<file path="src/rtl/display_scan_mux.sv">
// ============================================================================
// Module      : display_scan_mux
// Description : Scans four BCD digits onto one shared 7-segment decoder with
//               blanking, blink, leading-zero suppression and decimal points.
// Revision    : 1.0 - initial release
// ============================================================================
`default_nettype none

module display_scan_mux #(
  parameter int SCAN_DIV  = 50000,
  parameter int BLINK_DIV = 25000000
) (
  input  logic       clk,
  input  logic       reset,
  input  logic [3:0] digit0,
  input  logic [3:0] digit1,
  input  logic [3:0] digit2,
  input  logic [3:0] digit3,
  input  logic [3:0] blank_mask,
  input  logic [3:0] blink_mask,
  input  logic [3:0] dp_mask,
  input  logic       lz_en,
  output logic [3:0] bcd_out,
  output logic [3:0] an,
  output logic       dp_n,
  output logic       frame_start
);

  localparam int PW = (SCAN_DIV > 1) ? $clog2(SCAN_DIV) : 1;
  localparam int BW = (BLINK_DIV > 1) ? $clog2(BLINK_DIV) : 1;
  localparam logic [PW-1:0] PRE_MAX   = PW'(SCAN_DIV - 1);
  localparam logic [BW-1:0] BLINK_MAX = BW'(BLINK_DIV - 1);

  logic [PW-1:0] pre;
  logic [1:0]    idx;
  logic [BW-1:0] blink_cnt;
  logic          blink_phase;

  logic [15:0]   snap_digits;
  logic [3:0]    snap_blank;
  logic [3:0]    snap_blink;
  logic [3:0]    snap_dp;
  logic          snap_lz;
  logic          snap_valid;

  logic          tick;
  logic          wrap;
  logic          blink_wrap;
  logic [3:0]    cur_digit;
  logic          upper_zero;
  logic          blanked;

  assign tick       = (pre == PRE_MAX);
  assign wrap       = tick && (idx == 2'd3);
  assign blink_wrap = (blink_cnt == BLINK_MAX);

  // Scan timing, free-running blink timebase and the per-frame input snapshot.
  always_ff @(posedge clk) begin
    if (reset) begin
      pre         <= PRE_MAX;
      idx         <= 2'd3;
      blink_cnt   <= '0;
      blink_phase <= 1'b0;
      snap_digits <= '0;
      snap_blank  <= '0;
      snap_blink  <= '0;
      snap_dp     <= '0;
      snap_lz     <= 1'b0;
      snap_valid  <= 1'b0;
    end else begin
      pre <= tick ? '0 : pre + PW'(1);
      if (tick) begin
        idx <= idx + 2'd1;
      end
      if (wrap) begin
        snap_digits <= {digit3, digit2, digit1, digit0};
        snap_blank  <= blank_mask;
        snap_blink  <= blink_mask;
        snap_dp     <= dp_mask;
        snap_lz     <= lz_en;
        snap_valid  <= 1'b1;
      end
      blink_cnt <= blink_wrap ? '0 : blink_cnt + BW'(1);
      if (blink_wrap) begin
        blink_phase <= ~blink_phase;
      end
    end
  end

  always_comb begin
    cur_digit  = snap_digits[idx*4 +: 4];
    upper_zero = 1'b0;
    case (idx)
      2'd1:    upper_zero = (snap_digits[15:4]  == 12'd0);
      2'd2:    upper_zero = (snap_digits[15:8]  == 8'd0);
      2'd3:    upper_zero = (snap_digits[15:12] == 4'd0);
      default: upper_zero = 1'b0;
    endcase
    // Nothing valid to show until the first frame's snapshot has been taken.
    blanked = !snap_valid
           || snap_blank[idx]
           || (snap_blink[idx] && blink_phase)
           || (snap_lz && upper_zero);
  end

  always_ff @(posedge clk) begin
    if (reset) begin
      an          <= 4'b1111;
      bcd_out     <= 4'hF;
      dp_n        <= 1'b1;
      frame_start <= 1'b0;
    end else begin
      an          <= blanked ? 4'b1111 : ~(4'b0001 << idx);
      bcd_out     <= blanked ? 4'hF : cur_digit;
      dp_n        <= ~(snap_dp[idx] && !blanked);
      frame_start <= (idx == 2'd0) && (pre == '0);
    end
  end

endmodule

`default_nettype wire
</file>
<file path="config.mk">
export PLATFORM = sky130hd
export DESIGN_NAME = display_scan_mux
export DESIGN_NICKNAME = d
export VERILOG_FILES = /design/src/rtl/display_scan_mux.sv
export SDC_FILE = /design/constraint.sdc
export NUM_CORES = 1
export LEC_CHECK = 0
export CAP_MARGIN = 20
export CORE_ASPECT_RATIO = 0.6
export CORE_MARGIN = 4
export CORE_UTILIZATION = 55
export CTS_BUF_LIST = sky130_fd_sc_hd__clkbuf_8
export CTS_CLUSTER_DIAMETER = 200
export DETAILED_ROUTE_END_ITERATION = 10
export PLACE_DENSITY = 0.78
export SYNTH_ARGS = -nofsm -noshare
export SYNTH_HDL_FRONTEND = slang
export SYNTH_SLANG_ARGS = --single-unit
</file>
<file path="constraint.sdc">
create_clock -name clk -period 2.7 [get_ports clk]
set_input_delay 0.405 -clock clk [delete_from_list [all_inputs] [get_ports clk]]
set_output_delay 0.405 -clock clk [all_outputs]
set_load 0.05 [all_outputs]
</file>
==> impl_metrics.py, run 1 <==
metrics = {
    "cts": {
        "cts_buffer_depth": 2,
        "clock_latency_ns": 0.36,
        "cts_root_buf": "clkbuf_8",
        "clock_sinks": 84,
        "cts_buffers": 9,
        "ctsResizeCount": 0,
        "postCtsSetupRepairBufs": 0,
        "htreeDepth": 3,
        "clk_pin_slew_worst_paths_ns": 0.09,
        "cts_tree": "yes",
        "postCtsHoldBufs": 0,
    },
    "yosys": {
        "syn_area_sq_um": 3640,
        "synth_top_area_share_pct": 46.2,
        "syn_nets": 429,
        "synth_seq_cells": 84,
        "ys_top_cells_by_count": "84 x dfxtp_1, 76 x nand2_1, 38 x nor2_1, 22 x a21oi_2, 20 x xnor2_1",
        "ys_types": 36,
        "synth_top_area_cell": "dfxtp_1",
        "synth_edf_count": 0,
        "yosysSeqAreaShare_pct": 46.2,
        "synth_top_flop_cell": "dfxtp_1",
        "ys_top_cells_by_area": "dfxtp_1 46%, nand2_1 7.8%, a21oi_2 5.3%, xnor2_1 4.8%, mux4_2 4.3%",
        "syn_inst": 391,
        "synthArstFlopShare_pct": 0,
        "synth.most_common_cell": "dfxtp_1",
        "postSynthAreaPerCell_sq_um": 9.31,
        "yosysWarnings": 0,
    },
    "floorplanning": {
        "die-height_um": 71,
        "fp-row-count": 22,
        "start_util_pct": 58.2,
        "io-pin-count": 41,
        "die_w_um": 113,
        "coreArea_sq_um": 6250,
        "dieArea_sq_um": 8020,
    },
    "timing": {
        "period_minus_slack_ns": 2.06,
        "fin_crit_sh_pct": 76.3,
        "fin_skew_ns": 0.0121,
        "timing.slew.headroom_pct": 54.7,
        "finalSetupViolCount": 0,
        "slew_viol_final": 0,
        "grt_setup_unrepaired": "no",
        "fmax_mhz": 485,
        "hold_viol": 0,
        "tns_ns": 0,
        "worst-slew-pin-transition_ns": 0.673,
    },
    "detailed_routing": {
        "routed_via_density": 5.47,
        "dr.first_iter.drc_count": 142,
        "route.detailed.drc": 0,
        "wl_um": 7810,
        "ant_nets": 0,
        "vias": 2839,
        "avgRoutedWirePerCell_um": 15.0,
        "first_pass_iters": 4,
    },
    "grt": {
        "grt_usage_pct": 20.3,
        "overflow": 0,
        "grt_pass1_vias": 2653,
        "grt_pass1_wl_um": 13100,
        "antenna_found_initial": 0,
        "grt_max_degree": 31,
    },
    "setup_path": {
        "cp-end-kind": "flip-flop",
        "worstPathArrival_ns": 2.30,
        "cp_slowest_cell": "dfxtp_1",
        "worst_setup_path_start_kind": "flip-flop",
        "slowest_delay_ns": 0.69,
        "path_max_fanout": 11,
        "worstPathRequired_ns": 2.94,
        "startpoint": "idx[0]$_SDFFE_PP1N_",
        "r2r_start": "idx[0]$_SDFFE_PP1N_",
        "path_delay_family": "flip-flops",
        "crit_buf_inv": 0,
        "worstPathCellList": "mux4_2 -> a32oi_1 -> and4b_1 -> nand2_1",
        "worst-setup-path-type": "flip-flop to flip-flop",
    },
    "cells_and_area": {
        "area_growth_pct": 18.2,
        "drive_gt1_share_pct": 13.1,
        "fin_area_sq_um": 4300,
        "fill_cells": 468,
        "finalNonFillerCells": 519,
        "num_antenna_cells": 0,
        "nets": 468,
    },
    "pwr": {
        "power_density_nw_per_um2": 898,
        "power.internal_mw": 2.52,
        "share_comb_of_total_power_pct": 30.0,
        "irDropWorstVdd_v": 0.000481,
        "switchingPower_mw": 1.34,
        "power_leakage_nw": 1.55,
        "clockPowerShare_pct": 25.8,
        "p_sw_share_pct": 34.8,
        "p_seq_share_pct": 44.2,
    },
    "placement": {
        "dp.cells": 503,
        "numPortBuffers": 40,
        "place_area_sq_um": 4080,
        "gp_congestion": 0.835,
        "dpl.hpwl_um": 5610,
    },
    "outcome": {
        "status": "completed",
    },
    "hold_path": {
        "hp-start": "snap_lz$_SDFFE_PP0P_",
        "hp-class": "flip-flop to flip-flop",
    },
    "flow_run": {
        "maxCapViolCount": 0,
    },
}
[worst min-delay path, cell delays in order (launching register included)]
cell	delay, ns
dfxtp_1	0.32
nand2_1	0.05
a21oi_1	0.05
[metal layers]
layer / global-route usage, % / wire length [um] / vias to the layer above
li1: - / - / 1405
met2: 28.7 / 3280 / 75
met4: 5.07 / 80 / 0
met5: 0 / 0 / -
met3: 6.50 / 457 / 9
met1: 30.0 / 3990 / 1350
[registers in the layout, summed over array words and instances (netlist names)]
name,count
snap_lz,1
pre,16
snap_dp,4
frame_start,1
an,4
blink_phase,1
bcd_out,4
snap_digits,16
dp_n,1
snap_blink,4
snap_valid,1
snap_blank,4
blink_cnt,25
idx,2
[layout by cell type (no fill, tap or decap), types with 3 or more instances in the layout]
cell type	netlist	final
dfxtp_1	84	84
nand2_1	76	76
clkdlybuf4s50_1	0	39
nor2_1	38	38
a21oi_2	22	22
xnor2_1	20	20
nand3_1	18	18
xor2_1	18	18
nor3_1	14	14
clkbuf_8	0	10
a21oi_1	8	8
and3_1	8	8
nand4_1	8	8
mux4_2	7	7
a21o_1	7	7
nand2b_1	7	7
ha_1	7	7
inv_1	6	6
buf_4	1	6
nor4_1	5	5
and4_1	3	3
clkinvlp_4	0	3
[power groups by stage]
stage | Combinational, mW | Clock (mW) | Sequential [mW]
detailed placement | 1.15 | 0 | 1.73
global route | 1.27 | 1.06 | 1.73
global placement | 1.12 | 0 | 1.72
CTS | 1.16 | 1.01 | 1.70
floorplan | 0.926 | 0 | 1.70
finish | 1.16 | 0.997 | 1.71
[logic make-up (layout without fill, tap and decap cells)]
kind of cell	count (synthesis)	in the layout	synth area share (%)
compound gates	42	42	8.94
xor+xnor	38	38	9.15
fa+ha+maj	7	7	2.41
buf+inv	24	68	3.61
simple gates	189	189	25.3
flops	84	84	46.2
mux	7	7	4.33
[per-stage QoR]
step / power, mW / hold WS, ns / utilization, % / setup slack, ns
2_1_floorplan: 2.62 / 0.426 / - / 0.951
3_3_place_gp: 2.84 / 0.440 / 65.2 / 0.744
3_5_place_dp: 2.87 / 0.452 / 65.2 / 0.628
4_1_cts: 3.87 / 0.462 / 68.8 / 0.625
5_1_grt: 4.06 / 0.484 / 68.8 / 0.447
6_report: 3.86 / 0.464 / 68.8 / 0.639
[worst paths after layout]
kind                               end  slack, ns  cells past startpoint
setup / recovery      an[0]$_SDFF_PP1_       0.64                      4
hold / removal    snap_lz$_SDFFE_PP0P_       0.46                      2
setup reg to reg      an[0]$_SDFF_PP1_       0.64                      4
hold reg to reg   snap_lz$_SDFFE_PP0P_       0.46                      2
[area by class of cell]
cell class | count | area (sq um) | area share (%)
clock buffers | 10 | 138 | 3.20
clock inverters | 6 | 87.6 | 2.04
inverters | 6 | 22.5 | 0.524
multi-input cells | 283 | 1830 | 42.4
flip-flops and latches | 84 | 1680 | 39.1
well taps | 84 | 105 | 2.44
repair buffers | 46 | 440 | 10.2
No activity file was read; power rests on OpenSTA's default activity.
==> inputs of run 2 (changes only) <==
==> constraint.sdc (replaced) <==
create_clock -name clk -period 1.9 [get_ports clk]
set_input_delay 0.285 -clock clk [delete_from_list [all_inputs] [get_ports clk]]
set_output_delay 0.285 -clock clk [all_outputs]
set_load 0.05 [all_outputs]
==> run 2 against run 1 <==
Core utilization grew 3.1 points. Clock-buffer cell count up 1. Clock power up 28%. Critical endpoint is now snap_valid$_SDFFE_PP0P_. Power up 48%. Largest cell class unchanged. Highest routed layer unchanged.
==> impl_metrics.py, run 2 (synthesis results as in run 1) <==
metrics = {
    "outcome": {
        "status": "completed",
    },
    "pwr": {
        "power_leakage_nw": 1.67,
        "power_density_nw_per_um2": 1280,
        "irDropWorstVdd_v": 0.000878,
    },
    "hold_path": {
        "hp-class": "input pin to flip-flop",
    },
    "cells_and_area": {
        "final_util_pct": 71.9,
        "drive_gt1_share_pct": 17.6,
        "num_antenna_cells": 0,
        "top_register": "blink_cnt",
        "area_growth_pct": 23.5,
        "layout_common_cells": "83 x dfxtp_1, 76 x nand2_1, 39 x clkdlybuf4s50_1",
        "largest_reg_flops": 25,
        "nets": 488,
        "top_regs": "blink_cnt: 25 flops, pre: 16 flops, snap_digits: 16 flops",
        "final_common_cell": "dfxtp_1",
    },
    "floorplanning": {
        "io-pin-count": 41,
        "coreArea_sq_um": 6250,
        "dieArea_sq_um": 8020,
        "fp-row-count": 22,
        "die-height_um": 71,
        "die_w_um": 113,
        "start_util_pct": 58.2,
    },
    "grt": {
        "overflow": 0,
        "antenna_found_initial": 0,
        "grt_pass1_wl_um": 13300,
        "grt_max_degree": 30,
        "grt_usage_pct": 20.7,
        "grt_pass1_vias": 2834,
    },
    "timing": {
        "slew_viol_final": 0,
        "fmax_mhz": 547,
        "hold_viol": 0,
        "fin_crit_sh_pct": 96.2,
        "fin_skew_ns": 0.00931,
        "period_minus_slack_ns": 1.83,
        "hold_ws_ns": 0.276,
        "worst-slew-pin-transition_ns": 0.502,
        "finalSetupViolCount": 0,
        "timing.slew.headroom_pct": 66.4,
    },
    "cts": {
        "cts_buffer_depth": 2,
        "htreeDepth": 3,
        "clock_sinks": 84,
        "cts_root_buf": "clkbuf_8",
        "clk_pin_slew_worst_paths_ns": 0.08,
        "cts_buffers": 9,
        "postCtsHoldBufs": 0,
        "clock_latency_ns": 0.36,
        "cts_tree": "yes",
    },
    "detailed_routing": {
        "dr.first_iter.drc_count": 129,
        "first_pass_iters": 6,
        "ant_nets": 0,
        "routed_via_density": 5.34,
        "avgRoutedWirePerCell_um": 14.9,
        "wl_um": 8030,
        "route.detailed.drc": 0,
        "vias": 2880,
    },
    "placement": {
        "gp_congestion": 0.860,
        "dpl.hpwl_um": 5530,
        "numPortBuffers": 40,
    },
    "setup_path": {
        "worstPathArrival_ns": 2.12,
        "worst_setup_path_start_kind": "flip-flop",
        "worstPathRequired_ns": 2.20,
        "cp-end-kind": "flip-flop",
        "worst-setup-path-type": "flip-flop to flip-flop",
        "path_max_fanout": 15,
    },
    "flow_run": {
        "maxCapViolCount": 0,
    },
}
[run 2: final cells by class]
class	count	area (sq um)
Clock buffer	11	151
Clock inverter	5	51.3
Fill cell	464	1760
Inverter	6	22.5
Multi-Input combinational cell	285	1860
Sequential cell	84	1680
Tap cell	84	105
Timing Repair Buffer	64	622
[run 2: metal layers]
metal / GRT usage [%] / part of all wire (%) / vias up / routed length [um]
li1: - / - / 1448 / -
met1: 28.8 / 48 / 1317 / 3890
met2: 29.1 / 42 / 101 / 3340
met3: 7.78 / 8.4 / 14 / 675
met4: 8.13 / 1.5 / 0 / 122
met5: 0 / 0 / - / 0
[run 2: worst paths after layout]
kind | from | to | slack, ns | cells past startpoint
setup / recovery | pre[7]$_SDFF_PP0_ | snap_valid$_SDFFE_PP0P_ | 0.07 | 7
hold / removal | reset | blink_phase$_SDFFE_PP0P_ | 0.28 | 2
setup reg to reg | pre[7]$_SDFF_PP0_ | snap_valid$_SDFFE_PP0P_ | 0.07 | 7
hold reg to reg | snap_lz$_SDFFE_PP0P_ | snap_lz$_SDFFE_PP0P_ | 0.45 | 2
[run 2: power breakdown]
part	total, mW	switching (mW)	leakage [nW]	internal (mW)
combinational	2.11	1.14	0.879	0.973
sequential	2.34	0.249	0.682	2.09
clock	1.28	0.613	0.107	0.670
total	5.73	2.00	1.67	3.74
[run 2: through the flow]
stage	setup WS, ns	std cells	power [mW]	setup TNS, ns	instance area [sq um]
2_1_floorplan	0.151	391	3.73	0	3640
4_1_cts	-0.0260	535	5.58	-0.0260	4430
5_1_grt	-0.0255	539	6.07	-0.132	4490
3_3_place_gp	0.0334	518	4.19	0	4210
3_5_place_dp	-0.0293	518	4.25	-0.106	4210
6_report	0.0728	539	5.73	0	4490
[run 2: critical path: stages, from the launching register on]
cell and delay (ns):
dfxtp_1 0.32, or4_4 0.54, nor4_4 0.16, buf_6 0.17, and3_4 0.31, buf_4 0.15
nor2_1 0.03, nor2_1 0.08
[run 2: timing repair]
action	4_1_cts	5_1_grt
pin swaps	0	1
endpoints found under the setup margin	29	50
resized for setup	1	5
buffers inserted	0	2
gates cloned	1	2
